`config.mk`:
```
export PLATFORM = sky130hd
export DESIGN_NAME = spi_ram_burst_flat
export DESIGN_NICKNAME = d
export VERILOG_FILES = /design/src/rtl/spi_ram_burst_if.sv /design/src/rtl/spi_ram_burst.sv /design/src/flat_wrapper.sv
export SDC_FILE = /design/constraint.sdc
export NUM_CORES = 2
export LEC_CHECK = 0
export CORE_MARGIN = 5
export CORE_UTILIZATION = 35
export CTS_CLUSTER_SIZE = 25
export DETAILED_ROUTE_END_ITERATION = 8
export MAX_ROUTING_LAYER = met4
export PLACE_DENSITY = 0.55
export RECOVER_POWER = 25
export SKIP_CTS_REPAIR_TIMING = 1
export SLEW_MARGIN = 5
export SYNTH_ARGS = -nofsm -noshare
export SYNTH_HDL_FRONTEND = slang
export SYNTH_SLANG_ARGS = --single-unit
export TNS_END_PERCENT = 1
```
`constraint.sdc`:
```
create_clock -name clk -period 3.8 [get_ports clk]
set_input_delay 0.38 -clock clk [delete_from_list [all_inputs] [get_ports clk]]
set_output_delay 0.38 -clock clk [all_outputs]
set_load 0.005 [all_outputs]
```
`src/rtl/spi_ram_burst_if.sv`:
```
// Command/read-data handshake bundle for spi_ram_burst.
// rx_*: command words in; tx_*: read data out.
interface spi_ram_burst_if #(
    parameter int DATA_W    = 8,
    parameter int MEM_DEPTH = 256
);
    localparam int ADDR_W = (MEM_DEPTH > 1) ? $clog2(MEM_DEPTH) : 1;
    localparam int PW     = (ADDR_W > DATA_W) ? ADDR_W : DATA_W;

    logic              rx_valid;
    logic              rx_ready;
    logic [PW+1:0]     rx_data;
    logic              tx_valid;
    logic              tx_ready;
    logic [DATA_W-1:0] tx_data;

    modport slave (
        input  rx_valid, rx_data, tx_ready,
        output rx_ready, tx_valid, tx_data
    );

    modport master (
        output rx_valid, rx_data, tx_ready,
        input  rx_ready, tx_valid, tx_data
    );
endinterface

```
`src/rtl/spi_ram_burst.sv`:
```
// Command-decoded burst RAM behind the SPI slave.
// Ports: clk, rst_n, bus (slave modport), addr_err/wrap pulses.
module spi_ram_burst #(
    parameter int DATA_W    = 8,
    parameter int MEM_DEPTH = 256,
    parameter int AUTO_INC  = 1,
    parameter int RD_LAT    = 1
) (
    input  logic           clk,
    input  logic           rst_n,
    spi_ram_burst_if.slave bus,
    output logic           addr_err,
    output logic           wrap
);
    localparam int ADDR_W = (MEM_DEPTH > 1) ? $clog2(MEM_DEPTH) : 1;
    localparam int PW     = (ADDR_W > DATA_W) ? ADDR_W : DATA_W;

    localparam logic [ADDR_W:0]   DEPTH_C = (ADDR_W+1)'(MEM_DEPTH);
    localparam logic [ADDR_W-1:0] LAST    = ADDR_W'(MEM_DEPTH - 1);

    typedef enum logic [1:0] {
        S_IDLE,
        S_PIPE,
        S_TX
    } state_t;

    state_t            state;
    logic [DATA_W-1:0] mem [MEM_DEPTH];
    logic [ADDR_W-1:0] wr_addr;
    logic [ADDR_W-1:0] rd_addr;
    logic [DATA_W-1:0] pipe_data;

    logic [1:0]        op;
    logic [PW-1:0]     pay;
    logic [ADDR_W-1:0] pay_addr;
    logic              pay_ok;
    logic              accept;
    logic              is_wa;
    logic              is_wd;
    logic              is_ra;
    logic              is_rd;

    assign op       = bus.rx_data[PW+1:PW];
    assign pay      = bus.rx_data[PW-1:0];
    assign pay_addr = pay[ADDR_W-1:0];
    assign pay_ok   = {1'b0, pay_addr} < DEPTH_C;
    assign accept   = bus.rx_valid && bus.rx_ready;
    assign is_wa    = accept && (op == 2'b00);
    assign is_wd    = accept && (op == 2'b01);
    assign is_ra    = accept && (op == 2'b10);
    assign is_rd    = accept && (op == 2'b11);

    function automatic logic [ADDR_W-1:0] inc(
        input logic [ADDR_W-1:0] a
    );
        return (a == LAST) ? '0 : a + 1'b1;
    endfunction

    // Storage has no reset so contents survive rst_n.
    always_ff @(posedge clk) begin
        if (is_wd) begin
            mem[wr_addr] <= pay[DATA_W-1:0];
        end
    end

    always_ff @(posedge clk or negedge rst_n) begin
        if (!rst_n) begin
            state        <= S_IDLE;
            wr_addr      <= '0;
            rd_addr      <= '0;
            pipe_data    <= '0;
            bus.tx_data  <= '0;
            bus.tx_valid <= 1'b0;
            bus.rx_ready <= 1'b1;
            addr_err     <= 1'b0;
            wrap         <= 1'b0;
        end else begin
            addr_err <= 1'b0;
            wrap     <= 1'b0;

            unique case (1'b1)
                is_wa: begin
                    if (pay_ok) wr_addr <= pay_addr;
                    else        addr_err <= 1'b1;
                end
                is_ra: begin
                    if (pay_ok) rd_addr <= pay_addr;
                    else        addr_err <= 1'b1;
                end
                is_wd: begin
                    if (AUTO_INC != 0) begin
                        wr_addr <= inc(wr_addr);
                        wrap    <= (wr_addr == LAST);
                    end
                end
                is_rd: begin
                    if (AUTO_INC != 0) begin
                        rd_addr <= inc(rd_addr);
                        wrap    <= (rd_addr == LAST);
                    end
                end
                default: ;
            endcase

            // rx_ready stays low from read accept until tx handshake,
            // so only one read is ever outstanding.
            case (state)
                S_IDLE: begin
                    if (is_rd) begin
                        bus.rx_ready <= 1'b0;
                        if (RD_LAT == 1) begin
                            bus.tx_data  <= mem[rd_addr];
                            bus.tx_valid <= 1'b1;
                            state        <= S_TX;
                        end else begin
                            pipe_data <= mem[rd_addr];
                            state     <= S_PIPE;
                        end
                    end
                end
                S_PIPE: begin
                    bus.tx_data  <= pipe_data;
                    bus.tx_valid <= 1'b1;
                    state        <= S_TX;
                end
                S_TX: begin
                    if (bus.tx_ready) begin
                        bus.tx_valid <= 1'b0;
                        bus.rx_ready <= 1'b1;
                        state        <= S_IDLE;
                    end
                end
                default: state <= S_IDLE;
            endcase
        end
    end
endmodule

```
`src/flat_wrapper.sv`:
```
// flat-port wrapper written by rule: the top's interface ports become plain ports
module spi_ram_burst_flat 
#(
    parameter int DATA_W    = 8,
    parameter int MEM_DEPTH = 256,
    parameter int AUTO_INC  = 1,
    parameter int RD_LAT    = 1
)
  (clk, rst_n, addr_err, wrap, bus_rx_valid, bus_rx_data, bus_tx_ready, bus_rx_ready, bus_tx_valid, bus_tx_data);
  spi_ram_burst_if #(.DATA_W(DATA_W), .MEM_DEPTH(MEM_DEPTH)) bus_i ();
  input  logic clk;
  input  logic rst_n;
  output logic addr_err;
  output logic wrap;
  input wire logic [$bits(bus_i.rx_valid)-1:0] bus_rx_valid;
  input wire logic [$bits(bus_i.rx_data)-1:0] bus_rx_data;
  input wire logic [$bits(bus_i.tx_ready)-1:0] bus_tx_ready;
  output wire logic [$bits(bus_i.rx_ready)-1:0] bus_rx_ready;
  output wire logic [$bits(bus_i.tx_valid)-1:0] bus_tx_valid;
  output wire logic [$bits(bus_i.tx_data)-1:0] bus_tx_data;
  assign bus_i.rx_valid = bus_rx_valid;
  assign bus_i.rx_data = bus_rx_data;
  assign bus_i.tx_ready = bus_tx_ready;
  assign bus_rx_ready = bus_i.rx_ready;
  assign bus_tx_valid = bus_i.tx_valid;
  assign bus_tx_data = bus_i.tx_data;
  spi_ram_burst #(.DATA_W(DATA_W), .MEM_DEPTH(MEM_DEPTH), .AUTO_INC(AUTO_INC), .RD_LAT(RD_LAT)) u_core (.clk(clk), .rst_n(rst_n), .bus(bus_i), .addr_err(addr_err), .wrap(wrap));
endmodule
```
=== Word-level counts from Yosys, hierarchy flattened ===
Memory sizes are Yosys's and may differ from the RTL's.
Cells that the tools add are included.

* Bits in registers: 29
* Bits in writable memories: 2,048
* Input bits: 14
* Word-level logic and storage cells: 53
* Memories kept: 1

{| class="wikitable"
|+ Memory list
! memory !! depth !! bits a word !! rd ports !! clocked after memory_dff !! wr ports !! line !! text
|-
| u_core.mem || 256 || 8 || 1 || 0 || 1 || spi_ram_burst.sv:28 || <nowiki>logic [DATA_W-1:0] mem [MEM_DEPTH];</nowiki>
|}

* Add/sub/neg operators: 2
* Equality and inequality tests: 9
* Muxes and demuxes: 18
* Reductions and logical operators: 16

{| class="wikitable"
|+ Operators with widths
! operator !! number
|-
| 8-bit one-hot mux with 2 select lines || 3
|-
| 8-bit two-way mux || 3
|-
| 8-bit by 1-bit adder with 8-bit output, second input constant || 2
|-
| 8-bit equality test, second input constant || 2
|-
| 2-bit nonzero test || 4
|-
| 2-bit equality test, second input constant || 3
|-
| 1-bit two-way mux || 6
|-
| 2-bit one-hot mux with 3 select lines || 1
|-
| 3-bit AND reduction || 2
|-
| 1-bit logical AND || 5
|-
| 2-bit by 1-bit equality test with 1-bit output, second input constant || 2
|-
| 2-bit logical NOT || 2
|-
| 2-bit two-way mux || 2
|-
| 1-bit one-hot mux with 2 select lines || 2
|-
| 2-bit AND reduction || 2
|-
| 1-bit one-hot mux with 3 select lines || 1
|-
| 3-bit nonzero test || 1
|-
| 2-bit by 1-bit inequality test with 1-bit output, second input constant || 1
|-
| 2-bit inequality test, second input constant || 1
|}

=== Logic depth before layout (Yosys ltp) ===
* Depth in word-level cells: 4
* Depth in mapped cells: 12
* Gate-level depth less buffers: 8

=== Worst setup path after synthesis ===
OpenSTA, ideal clock, no wires.

* Kind: reg2reg
* Start: reg u_core.bus.rx_ready
* End: mem u_core.mem[104][0], enable pin
* Library setup time: 0.370 ns
* Arrival time: 2.321 ns
* Path slack: 1.109 ns
* Cell stages (with the launch flop): 8
* Clock period less this slack: 2.691 ns
* Cell sequence: dfstp_2 -> nand2_1 -> nor2_1 -> nand2_1 -> nor3b_1 -> nand2_1 -> clkbuf_1 -> nor2_1

* Word-level cells in the longest chain between the ends: 4

{| class="wikitable"
|+ RTL lines
! element !! line !! text
|-
| from (decl) || spi_ram_burst_if.sv:19 || <nowiki>output rx_ready, tx_valid, tx_data</nowiki>
|-
| from (signal assigned) || spi_ram_burst.sv:74 || <nowiki>bus.rx_ready <= 1'b1;</nowiki>
|-
| from (signal assigned) || spi_ram_burst.sv:110 || <nowiki>bus.rx_ready <= 1'b0;</nowiki>
|-
| from (signal assigned) || spi_ram_burst.sv:129 || <nowiki>bus.rx_ready <= 1'b1;</nowiki>
|-
| 1-bit logical AND || spi_ram_burst.sv:47 || <nowiki>assign accept = bus.rx_valid && bus.rx_ready;</nowiki>
|-
| 1-bit logical AND || spi_ram_burst.sv:49 || <nowiki>assign is_wd = accept && (op == 2'b01);</nowiki>
|-
| 1-bit two-way mux || spi_ram_burst.sv:61 || <nowiki>if (is_wd) begin</nowiki>
|-
| 1-bit two-way mux (not written as such) || spi_ram_burst.sv:62 || <nowiki>mem[wr_addr] <= pay[DATA_W-1:0];</nowiki>
|-
| to (decl) || spi_ram_burst.sv:28 ||
|}

No other way between the ends.

=== Worst setup path in the final report ===
* Start: reg u_core.rd_addr[2]
* End: reg u_core.bus.tx_data[1]

* Word-level cells in the longest chain between the ends: 3

{| class="wikitable"
|+ RTL lines
! element !! line !! text
|-
| from (decl) || spi_ram_burst.sv:30 || <nowiki>logic [ADDR_W-1:0] rd_addr;</nowiki>
|-
| from (signal assigned) || spi_ram_burst.sv:87 || <nowiki>if (pay_ok) rd_addr <= pay_addr;</nowiki>
|-
| from (signal assigned) || spi_ram_burst.sv:98 || <nowiki>rd_addr <= inc(rd_addr);</nowiki>
|-
| memory read 256 x 8 bit || -- ||
|-
| 8-bit two-way mux || spi_ram_burst.sv:109 || <nowiki>if (is_rd) begin</nowiki>
|-
| 8-bit one-hot mux with 2 select lines || spi_ram_burst.sv:107 || <nowiki>case (state)</nowiki>
|-
| to (signal assigned) || spi_ram_burst.sv:112 || <nowiki>bus.tx_data <= mem[rd_addr];</nowiki>
|-
| to (signal assigned) || spi_ram_burst.sv:122 || <nowiki>bus.tx_data <= pipe_data;</nowiki>
|-
| to (decl) || spi_ram_burst_if.sv:19 ||
|}

No other way between the ends. The select of a mux whose other input is x is not followed.
A chain may end at the register's enable or synchronous reset.

==> metrics <==
cell type with the largest total area after synthesis edfxtp_1; GPL Wtd Cong approximately 0.85; mux cell area share after synthesis between 10% and 20%; CP dominant cell by count buf_4; initial antenna violation count 3; post-synthesis net count approximately 4000; clock transition at the registers of the reported paths 0.06 ns; Fin Hold WS between 0.2 and 0.3 ns; worst setup skew after layout a little under 0.04 ns; Final Worst Setup Slack 0.154 ns; largest buffer count on any clock path 3; worst endpoint data arrival time 4.42 ns; worst-case vdd ir drop 0.446 mV; r2r startpoint u_core.rd_addr[2]$_DFFE_PN0P_; overall routed net length approximately 220000 um; final worst path period need 3.65 ns; chip height 492 um; total clock buffers created by CTS a little over 200; cell leakage power 30.1 nW; crit path capture type flip-flop; relative max-transition margin -162%; worst slack, placed ~0.16 ns; status complete, but fails checks; first-pass detailed-route iteration total 5; RSZ-0062 raised after global routing false; share of the clock period used by the worst path after layout a little over nine tenths; number of H-tree levels 4; dpl hpwl 138000 um; post-synth top area share between 70% and 80%; maximum number of pins on one net before global-route repair roughly 130; number of vias per cell ~5.4; per-instance average area after synthesis about 20 um2; Gate Count Post-Synth 3994; launch point of the worst hold path bus_tx_ready; residual overflow from global routing 0; sink of the worst hold path u_core.state[1]$_DFFE_PN0P_; Yosys warning total 0; sequential element share of the synthesized area approximately three quarters; later-pin clock latency in the skew report roughly 0.83 ns; Total Die Area ~240000 um2; Hold Violations, Final 0; DIE WIDTH ~490 um; combinational family with the most area after synthesis multiplexers; Clock Root Buffer clkbuf_16; Distinct cells, synth 74; Hold Path Depth 2; number of flops mapped to enable cells by yosys between 2000 and 2500; share of cells above drive strength 1 between 20% and 30%; adder and majority gate portion of the synthesized area 0.0769%; Fmax around 270 MHz; Post-layout nets between 4000 and 5000; worst-path fanout max 25; MaxCap Viol Count 10; number of routed nets with antenna violations 0; number of input and output port buffers inserted 24; TritonCTS clock tree done; terminus of the critical flop-to-flop path u_core.bus.tx_data[1]$_DFFE_PN0P_; Post-Synthesis Cell Area between 80000 and 90000 um2; asr flop ratio synth under 10%; CTS sink count about 2100; number of endpoints failing setup at the final stage 0; xor and xnor area share after synthesis 0%; cell area power density between 600 and 700 nW/um2; aggregate global-route resource usage 18.0%; standard-cell row count roughly 180; required time worst endpoint ~4.6 ns; critical path class reg -> reg; post-layout util about two fifths; routed via count approximately 41000; leading post-synthesis cells by instance count 2048 x edfxtp_1, 395 x mux4_2, 314 x nor2_1; dominant cells by area after synthesis edfxtp_1 76%, mux4_2 11%, mux2i_1 3.2%; hold crit path type in -> reg; area grow syn2layout 15.9%; Critical-path top delay cell nor4_1; cell-by-cell listing of the critical path buf_4, nor2_4, buf_4, a22oi_1, nand2_1, nand3_1, nor4_1, buf_4, a211o_1; peak per-stage delay on the critical path 0.77 ns; number of placed instances, taps included 7286; number of pins with negative max-slew slack in the final report between 800 and 900; average wire per standard cell between 20 and 30 um; #FFs+latches synth about 2100; kind of start point of the critical path flip-flop; fraction of the mapped netlist area in simple logic gates under 10%; Fill cells 20500; transition time at the pin with the least slew margin slightly below 4 ns; most repeated cell in the gate-level netlist after synthesis edfxtp_1; failing checks capacitance limit, slew limit; number of top-level design ports 26; DR DRC count 0; number of cells in the finished layout apart from fillers 7671; wire length of the first global-routing pass just over 300000 um; via count of the first global-routing pass around 42000; starting density of the core a little over a third; predominant post-synthesis flop cell edfxtp_1; share of the synthesized area in compound gates (AO/OA/AOI/OAI) roughly 3.6%; core area 232000 um2; violation count after the first detailed-route iteration slightly above 4000; number of cells on the worst reg-to-reg path 9; worst reg2reg setup slack about 0.15 ns
-- kinds of logic (layout without fill, tap and decap cells) --
family | after synthesis | after routing
AO/OA/AOI/OAI | 407 | 407
adder cells (fa/ha/maj) | 5 | 5
buffers and inverters | 242 | 871
flip-flops | 2075 | 2075
multiplexers | 674 | 674
other | 1 | 6
AND/OR/NAND/NOR | 590 | 590
-- power breakdown --
| group | switching, mW | internal, mW |
|---|---|---|
| clock | 8.59 | 11.9 |
| combinational | 10.1 | 7.09 |
| sequential | 0.478 | 25.3 |
| total | 19.1 | 44.3 |
-- worst max path at each step --
| stage | end | from | depth (start not counted) |
|---|---|---|---|
| 4_1_cts | u_core.bus.tx_data[6]$_DFFE_PN0P_ | u_core.rd_addr[0]$_DFFE_PN0P_ | 8 |
| 3_5_place_dp | u_core.bus.tx_data[6]$_DFFE_PN0P_ | u_core.rd_addr[0]$_DFFE_PN0P_ | 8 |
| 3_3_place_gp | u_core.bus.tx_data[1]$_DFFE_PN0P_ | u_core.rd_addr[0]$_DFFE_PN0P_ | 8 |
| 5_1_grt | u_core.mem[86][6]$_DFFE_PP_ | bus_rx_data[6] | 2 |
| 2_1_floorplan | u_core.mem[104][0]$_DFFE_PP_ | u_core.bus.rx_ready$_DFFE_PN1P_ | 7 |
| 6_report | u_core.bus.tx_data[1]$_DFFE_PN0P_ | u_core.rd_addr[2]$_DFFE_PN0P_ | 9 |
-- flip-flops by register name, indices dropped and copies added, names as in the netlist --
name / count
u_core.wr_addr: 8
u_core.wrap: 1
u_core.rd_addr: 8
u_core.bus.tx_data: 8
u_core.mem: 2048
u_core.state: 1
u_core.bus.rx_ready: 1
-- placed cells by master (no fill, tap or decap), types with 10 or more instances in the layout --
cell type           n
clkbuf_1           63
nand3_1            27
clkinv_1           36
clkbuf_16         210
o22ai_1            63
a21oi_1            70
dfrtp_1            22
a211oi_1           25
mux2i_1           258
edfxtp_1         2048
o221ai_1           56
nor2_1            310
bufinv_16          24
a22o_1             10
mux4_1             13
clkinv_2           29
o21ai_0            44
or3_1              10
nand4_1            12
nor3_1             44
clkdlybuf4s50_1    15
buf_4             419
a2111oi_0          22
a221oi_1           13
nand2_1           121
mux4_2            395
a22oi_1            41
buf_12             34
-- routing by layer --
| layer | wire length (um) | up-vias | global-route usage [%] | part of all wire, % |
|---|---|---|---|---|
| met4 | 5660 | 0 | 4.67 | 2.6 |
| li1 | - | 17500 | - | - |
| met1 | 93400 | 22200 | 24.9 | 43 |
| met5 | 0 | - | - | 0 |
| met3 | 13000 | 280 | 2.88 | 6.0 |
| met2 | 104000 | 1444 | 28.1 | 48 |
-- stage by stage --
step	TNS, ns	area, um2	total power [mW]
global placement	-0.00141	87700	43.6
detailed placement	0	87700	43.6
CTS	0	94500	64.0
finish	0	94400	63.4
global route	0	94400	65.7
floorplan	0	81400	37.3
-- worst max-delay path: cells and delay by family, from the launching register on --
kind	cells	cell delay, ns
and+or+nand+nor	4	1.67
buffers and inverters	3	0.94
DFF	1	0.65
AOI/OAI and AO/OA	2	0.28
-- cell type report --
type / count / area, um2 / area share, %
Inverter: 8 / 32.5 / 0.0345
Clock buffer: 273 / 5530 / 5.86
Sequential cell: 2075 / 62200 / 65.9
Multi-Input combinational cell: 1677 / 17500 / 18.5
Clock inverter: 105 / 1230 / 1.30
Antenna cell: 5 / 12.5 / 0.0133
Tap cell: 3043 / 3810 / 4.03
Timing Repair Buffer: 485 / 4090 / 4.33
No activity file was read; power rests on OpenSTA's default activity.
